File: src/rtl/bch_codeword_serializer.sv
// BCH(15,7) codeword serializer: captures message bits and parity and streams
// the systematic codeword out 1 bit/cycle over valid/ready.
//
// Ports:
//   i_clk, i_rst        clock, async active-high reset
//   i_m, i_dv           serial message bit and its valid
//   i_parity, i_done    encoder parity, sampled on the done pulse
//   o_ready             holding register empty
//   o_cw_bit/o_cw_valid serial codeword, accepted on valid & i_cw_ready
//   i_cw_ready          sink ready
//   o_sof, o_eof        first / last codeword bit qualifiers
//   o_frm_err           pulse: done with wrong message bit count
//   o_overflow          sticky: codeword dropped
//   o_chk_err           pulse: parity self-check mismatch
//
// Build option: define BCH_SELFCHECK_EN to add the parity self-check
// LFSR (g(x)=x^8+x^7+x^6+x^4+1). Without it o_chk_err is tied 0.

module bch_codeword_serializer #(
  parameter int K  = 7,
  parameter int NP = 8
) (
  input  logic          i_clk,
  input  logic          i_rst,
  input  logic          i_m,
  input  logic          i_dv,
  input  logic [NP-1:0] i_parity,
  input  logic          i_done,
  output logic          o_ready,
  output logic          o_cw_bit,
  output logic          o_cw_valid,
  input  logic          i_cw_ready,
  output logic          o_sof,
  output logic          o_eof,
  output logic          o_frm_err,
  output logic          o_overflow,
  output logic          o_chk_err
);

  localparam int N  = K + NP;
  localparam int IW = $clog2(N);
  localparam int CW = $clog2(K + 1);

  typedef enum logic [1:0] {
    IDLE,
    MSG,
    PAR
  } state_t;

  state_t state, state_nx;

  logic [K-1:0]  msg_sr;
  logic [CW-1:0] mcnt;
  logic [N-1:0]  sh;
  logic [N-1:0]  hold;
  logic          hold_full;
  logic [IW-1:0] idx;
  logic          frm_q;
  logic          ovf_q;

  logic          word_ok;
  logic [N-1:0]  word;
  logic          accept;
  logic          last;
  logic          sh_free;

  assign word_ok = i_done && (mcnt == CW'(K));
  assign word    = {msg_sr, i_parity};
  assign accept  = o_cw_valid && i_cw_ready;
  assign last    = accept && (idx == IW'(N - 1));
  // The shifter can take a new word when idle or when its last bit
  // leaves on this edge, which gives back-to-back words without a bubble.
  assign sh_free = (state == IDLE) || last;

  // Message capture. A bit arriving with done starts the next message.
  always_ff @(posedge i_clk or posedge i_rst) begin
    if (i_rst) begin
      msg_sr <= '0;
      mcnt   <= '0;
      frm_q  <= 1'b0;
    end else begin
      frm_q <= i_done && !word_ok;
      if (i_done) begin
        mcnt <= i_dv ? CW'(1) : '0;
      end else if (i_dv && (mcnt != CW'(K))) begin
        mcnt <= mcnt + CW'(1);
      end
      if (i_dv) begin
        msg_sr <= {msg_sr[K-2:0], i_m};
      end
    end
  end

  // Shifter, holding register and bit index.
  always_ff @(posedge i_clk or posedge i_rst) begin
    if (i_rst) begin
      sh        <= '0;
      hold      <= '0;
      hold_full <= 1'b0;
      idx       <= '0;
      ovf_q     <= 1'b0;
    end else if (last && hold_full) begin
      sh  <= hold;
      idx <= '0;
      if (word_ok) begin
        hold <= word;
      end else begin
        hold_full <= 1'b0;
      end
    end else if (sh_free && word_ok) begin
      sh  <= word;
      idx <= '0;
    end else begin
      if (accept) begin
        sh  <= {sh[N-2:0], 1'b0};
        idx <= last ? '0 : idx + IW'(1);
      end
      if (word_ok) begin
        if (!hold_full) begin
          hold      <= word;
          hold_full <= 1'b1;
        end else begin
          ovf_q <= 1'b1;
        end
      end
    end
  end

  // Output FSM: state register.
  always_ff @(posedge i_clk or posedge i_rst) begin
    if (i_rst) begin
      state <= IDLE;
    end else begin
      state <= state_nx;
    end
  end

  // Output FSM: next state.
  always_comb begin
    state_nx = state;
    unique case (state)
      IDLE: begin
        if (word_ok) state_nx = MSG;
      end
      MSG: begin
        if (accept && (idx == IW'(K - 1))) state_nx = PAR;
      end
      PAR: begin
        if (last) begin
          state_nx = (hold_full || word_ok) ? MSG : IDLE;
        end
      end
      default: state_nx = IDLE;
    endcase
  end

  // Output FSM: outputs.
  always_comb begin
    o_cw_valid = 1'b0;
    o_cw_bit   = 1'b0;
    o_sof      = 1'b0;
    o_eof      = 1'b0;
    if (state != IDLE) begin
      o_cw_valid = 1'b1;
      o_cw_bit   = sh[N-1];
      o_sof      = (idx == IW'(0));
      o_eof      = (idx == IW'(N - 1));
    end
  end

  // Ready is forced low while reset is held.
  assign o_ready    = !hold_full && !i_rst;
  assign o_frm_err  = frm_q;
  assign o_overflow = ovf_q;

`ifdef BCH_SELFCHECK_EN
  // Low NP bits of g(x); the x^8 term is implicit in the shift-out.
  localparam logic [NP-1:0] G_LO = NP'(9'h1D1);

  logic [NP-1:0] rem;
  logic [NP-1:0] rem_step;
  logic [NP-1:0] rem_first;
  logic          fb;
  logic          chk_q;

  assign fb        = i_m ^ rem[NP-1];
  assign rem_step  = {rem[NP-2:0], 1'b0} ^ (fb ? G_LO : '0);
  assign rem_first = i_m ? G_LO : '0;

  always_ff @(posedge i_clk or posedge i_rst) begin
    if (i_rst) begin
      rem   <= '0;
      chk_q <= 1'b0;
    end else begin
      chk_q <= word_ok && (rem != i_parity);
      if (i_done) begin
        rem <= i_dv ? rem_first : '0;
      end else if (i_dv) begin
        rem <= rem_step;
      end
    end
  end

  assign o_chk_err = chk_q;
`else
  assign o_chk_err = 1'b0;
`endif

endmodule

File: config.mk
export PLATFORM = sky130hd
export DESIGN_NAME = bch_codeword_serializer
export DESIGN_NICKNAME = d
export VERILOG_FILES = /design/src/rtl/bch_codeword_serializer.sv
export SDC_FILE = /design/constraint.sdc
export NUM_CORES = 1
export LEC_CHECK = 0
export ABC_AREA = 1
export CAP_MARGIN = 20
export CORE_MARGIN = 5
export CORE_UTILIZATION = 55
export CTS_BUF_LIST = sky130_fd_sc_hd__clkbuf_2 sky130_fd_sc_hd__clkbuf_4 sky130_fd_sc_hd__clkbuf_8
export DETAILED_ROUTE_END_ITERATION = 12
export GPL_TIMING_DRIVEN = 0
export PLACE_DENSITY = 0.78
export SKIP_CTS_REPAIR_TIMING = 1
export SLEW_MARGIN = 20
export SYNTH_ARGS = -nofsm -noshare
export SYNTH_HDL_FRONTEND = slang
export SYNTH_SLANG_ARGS = --single-unit
File: constraint.sdc
create_clock -name i_clk -period 2.5 [get_ports i_clk]
set_clock_uncertainty 0.1 [all_clocks]
set_input_delay 0.5 -clock i_clk [delete_from_list [all_inputs] [get_ports i_clk]]
set_output_delay 0.5 -clock i_clk [all_outputs]
set_load 0.1 [all_outputs]
==> impl_metrics.env <==
export IMPL_status="finished, final reports clean"
export IMPL_floorplan_io_pins=22
export IMPL_critPathTopFamily="buffers and inverters"
export IMPL_final_layout_size_suffix_gt1_share_pct=18.9
export IMPL_grt_pass1_vias=2250
export IMPL_detailed_place_hpwl_um=4180
export IMPL_ctsHtreeMaxLevel=2
export IMPL_total_leakage_power_nw=1.60
export IMPL_clock_tree_from_tritoncts="built"
export IMPL_cp_num_buf_inv=1
export IMPL_criticalPathCategory="register to output port"
export IMPL_site_rows=25
export IMPL_postSynthNetCount=350
export IMPL_die_height_um=80.1
export IMPL_avgSynthCellArea_sq_um=8.17
export IMPL_final_min_clock_period_ps=2400
export IMPL_yosysUniqueCellTypes=34
export IMPL_synth_most_common_cell="nand2_1"
export IMPL_power_density_nw_per_um2=888
export IMPL_worst_hold_path_type="register to register"
export IMPL_path_cells="clkdlybuf4s50_1"
export IMPL_route_detailed_drc=0
export IMPL_clock_fmax_ghz=0.416
export IMPL_number_of_instances_in_the_synthesized_netlist=331
export IMPL_post_drt_wl_per_cell_um=13.6
export IMPL_synthArstFlopShare_pct=100
export IMPL_clkTransAtPathRegs_ps=100
export IMPL_vias_per_cell=5.26
export IMPL_groute_usage_overall_pct=20.6
export IMPL_diodes=0
export IMPL_vias=2247
export IMPL_route_final_wire_length_um=5830
export IMPL_global_placer_s_final_weighted_congestion=0.817
export IMPL_clock_insertion_delay_worst_skew_ps=310
export IMPL_synth_warning_count=0
export IMPL_critical_path_arrival_ps=1800
export IMPL_synth_edff_count=0
export IMPL_setup_violations=0
export IMPL_setup_worst_path_end_class="output port"
export IMPL_grt_pass1_wl_um=10200
export IMPL_synth_yosys_seq_area_share_pct=45.3
export IMPL_drt_antenna_violating_nets=0
export IMPL_synth_cell_area_sq_um=2700
export IMPL_synth_top_area_share_pct=45.3
export IMPL_unrepaired_setup_endpoints_after_global_routing="false"
export IMPL_fp_dieArea_sq_um=6420
export IMPL_flow_area_growth_from_synthesis_pct=16.2
export IMPL_synth_top_cell_by_area="dfrtp_1"
export IMPL_postSynth_topFlopCell="dfrtp_1"
export IMPL_max_vdd_ir_drop_mv=0.539
export IMPL_antenna_found_initial=0
export IMPL_tritoncts_buffer_count=5
export IMPL_element_type_at_the_critical_path_start="register"
export IMPL_synth_top_cells_by_area="dfrtp_1 (45%), nand2_1 (9.2%), inv_1 (7.5%), nand4_1 (6.9%), nand3_1 (6.7%)"
export IMPL_final_max_slew_viol_count=0
export IMPL_tightest_slew_ps=986
export IMPL_holdWs_ps=382
export IMPL_path_max_fanout=2
export IMPL_buffer_ports_inserted=20
export IMPL_synthTopCellsByCount="nand2_1 (66), inv_1 (54), dfrtp_1 (49)"
export IMPL_global_route_overflow_total=0
export IMPL_cpPeakStageDelay_ps=1130
export IMPL_timing_max_slew_rel_slack_pct=34.1
export IMPL_timing_critical_path_required_ps=1900
export IMPL_ctsRootBufferMaster="clkbuf_8"
export IMPL_postSynthRegisterBits=49
export IMPL_number_of_buffers_on_the_longest_clock_path=2
export IMPL_pin_count_of_the_biggest_net_entering_global_routing=27
export IMPL_max_cap_violations=0
export IMPL_drtIter0Drc=127
export IMPL_design_final_nets=378
export IMPL_critical_path_slowest_cell="clkdlybuf4s50_1"
export IMPL_final_period_utilization_pct=96.1
export IMPL_final_hold_violation_count=0
export IMPL_floorplan_core_area_sq_um=4750
export IMPL_drt_pass_1_iters=4
export IMPL_fin_util_pct=66.1
export IMPL_die_width_um=80.1
export IMPL_start_util_pct=56.9
export IMPL_clock_sink_count=49
==> metrics by stage <==
step	TNS [ps]	std cells	area, sq um	setup slack, ps	total power [mW]
after floorplan	0	331	2710	70.0	1.90
after global placement	-16070	418	3000	-320	2.11
after detailed placement	-621	419	3020	-285	2.14
after CTS	-1940	427	3150	-595	2.81
after global routing	0	427	3140	13.2	2.97
final	0	427	3140	97.5	2.79
==> cells by family after synthesis <==
| logic type | Yosys count | synth area share [%] |
|---|---|---|
| and+or+nand+nor | 163 | 30.2 |
| buffers and inverters | 76 | 12.4 |
| DFF | 49 | 45.3 |
| AOI/OAI and AO/OA | 36 | 9.30 |
| adders and majority gates | 5 | 2.31 |
| xor gates and xnor gates | 1 | 0.324 |
| other | 1 | 0.139 |
==> final cells by class <==
cell class | count | area (sq um)
fillers | 412 | 1610
flip-flops and latches | 49 | 1230
multi-input cells | 206 | 1150
inverters | 57 | 214
repair buffers | 21 | 210
plain buffers | 19 | 120
well taps | 67 | 83.8
clock buffers | 5 | 68.8
clock inverters | 3 | 65.1
==> per-layer routing <==
layer  part of all wire, %  GRT usage, %  wire [um]
met4                   1.2          6.42         70
met3                   5.6          4.71        325
met2                    48          35.7       2820
met5                     0             0          0
met1                    45          25.4       2610
==> tightest hold or removal path, cell delays in order (launching register included) <==
cell     delay, ps
dfrtp_1        350
nand2_1         50
nand2_1         50
==> path summary, 6_finish.rpt <==
path | start | to | slack (ps) | cells after the start
min in group asynchronous | i_rst | sh[4] | 510 | 2
setup / recovery | o_overflow | o_overflow | 100 | 1
hold / removal | mcnt[1] | mcnt[1] | 380 | 2
hold reg to reg | mcnt[1] | mcnt[1] | 380 | 2
setup reg to reg | mcnt[0] | sh[7] | 430 | 8
max in group asynchronous | i_rst | hold[8] | 1260 | 3
==> layout by cell type, fill, tap and decap left out, types with 2 or more instances in the layout <==
master           instances
o21ai_2                 11
dlymetal6s2s_1           2
or2_2                   13
nand3_2                  3
o21ai_1                  5
nand2_1                 66
nand4_1                 30
inv_1                   53
nor2_2                   3
clkbuf_8                 5
a21oi_1                  3
clkdlybuf4s50_1         15
clkbuf_1                 4
clkbuf_2                 2
nand2_2                  2
o21ai_0                 10
buf_6                    3
nor2_4                   2
inv_2                    4
bufinv_16                2
ha_1                     5
dfrtp_1                 49
nor2_1                   5
nand3_1                 36
buf_2                    7
buf_4                    5
==> report_power, final <==
| part | switching [mW] | internal, mW | total (mW) |
|---|---|---|---|
| logic | 0.666 | 0.357 | 1.02 |
| registers | 0.126 | 0.969 | 1.09 |
| clock network | 0.274 | 0.397 | 0.671 |
| total | 1.07 | 1.72 | 2.79 |
==> registers in the layout, summed over array words and instances (netlist names) <==
| register | count |
|---|---|
| idx | 4 |
| state | 2 |
| msg_sr | 7 |
| hold_full | 1 |
| o_frm_err | 1 |
| mcnt | 3 |
| o_overflow | 1 |
| sh | 15 |
| hold | 15 |
No activity file was read; power rests on OpenSTA's default activity.
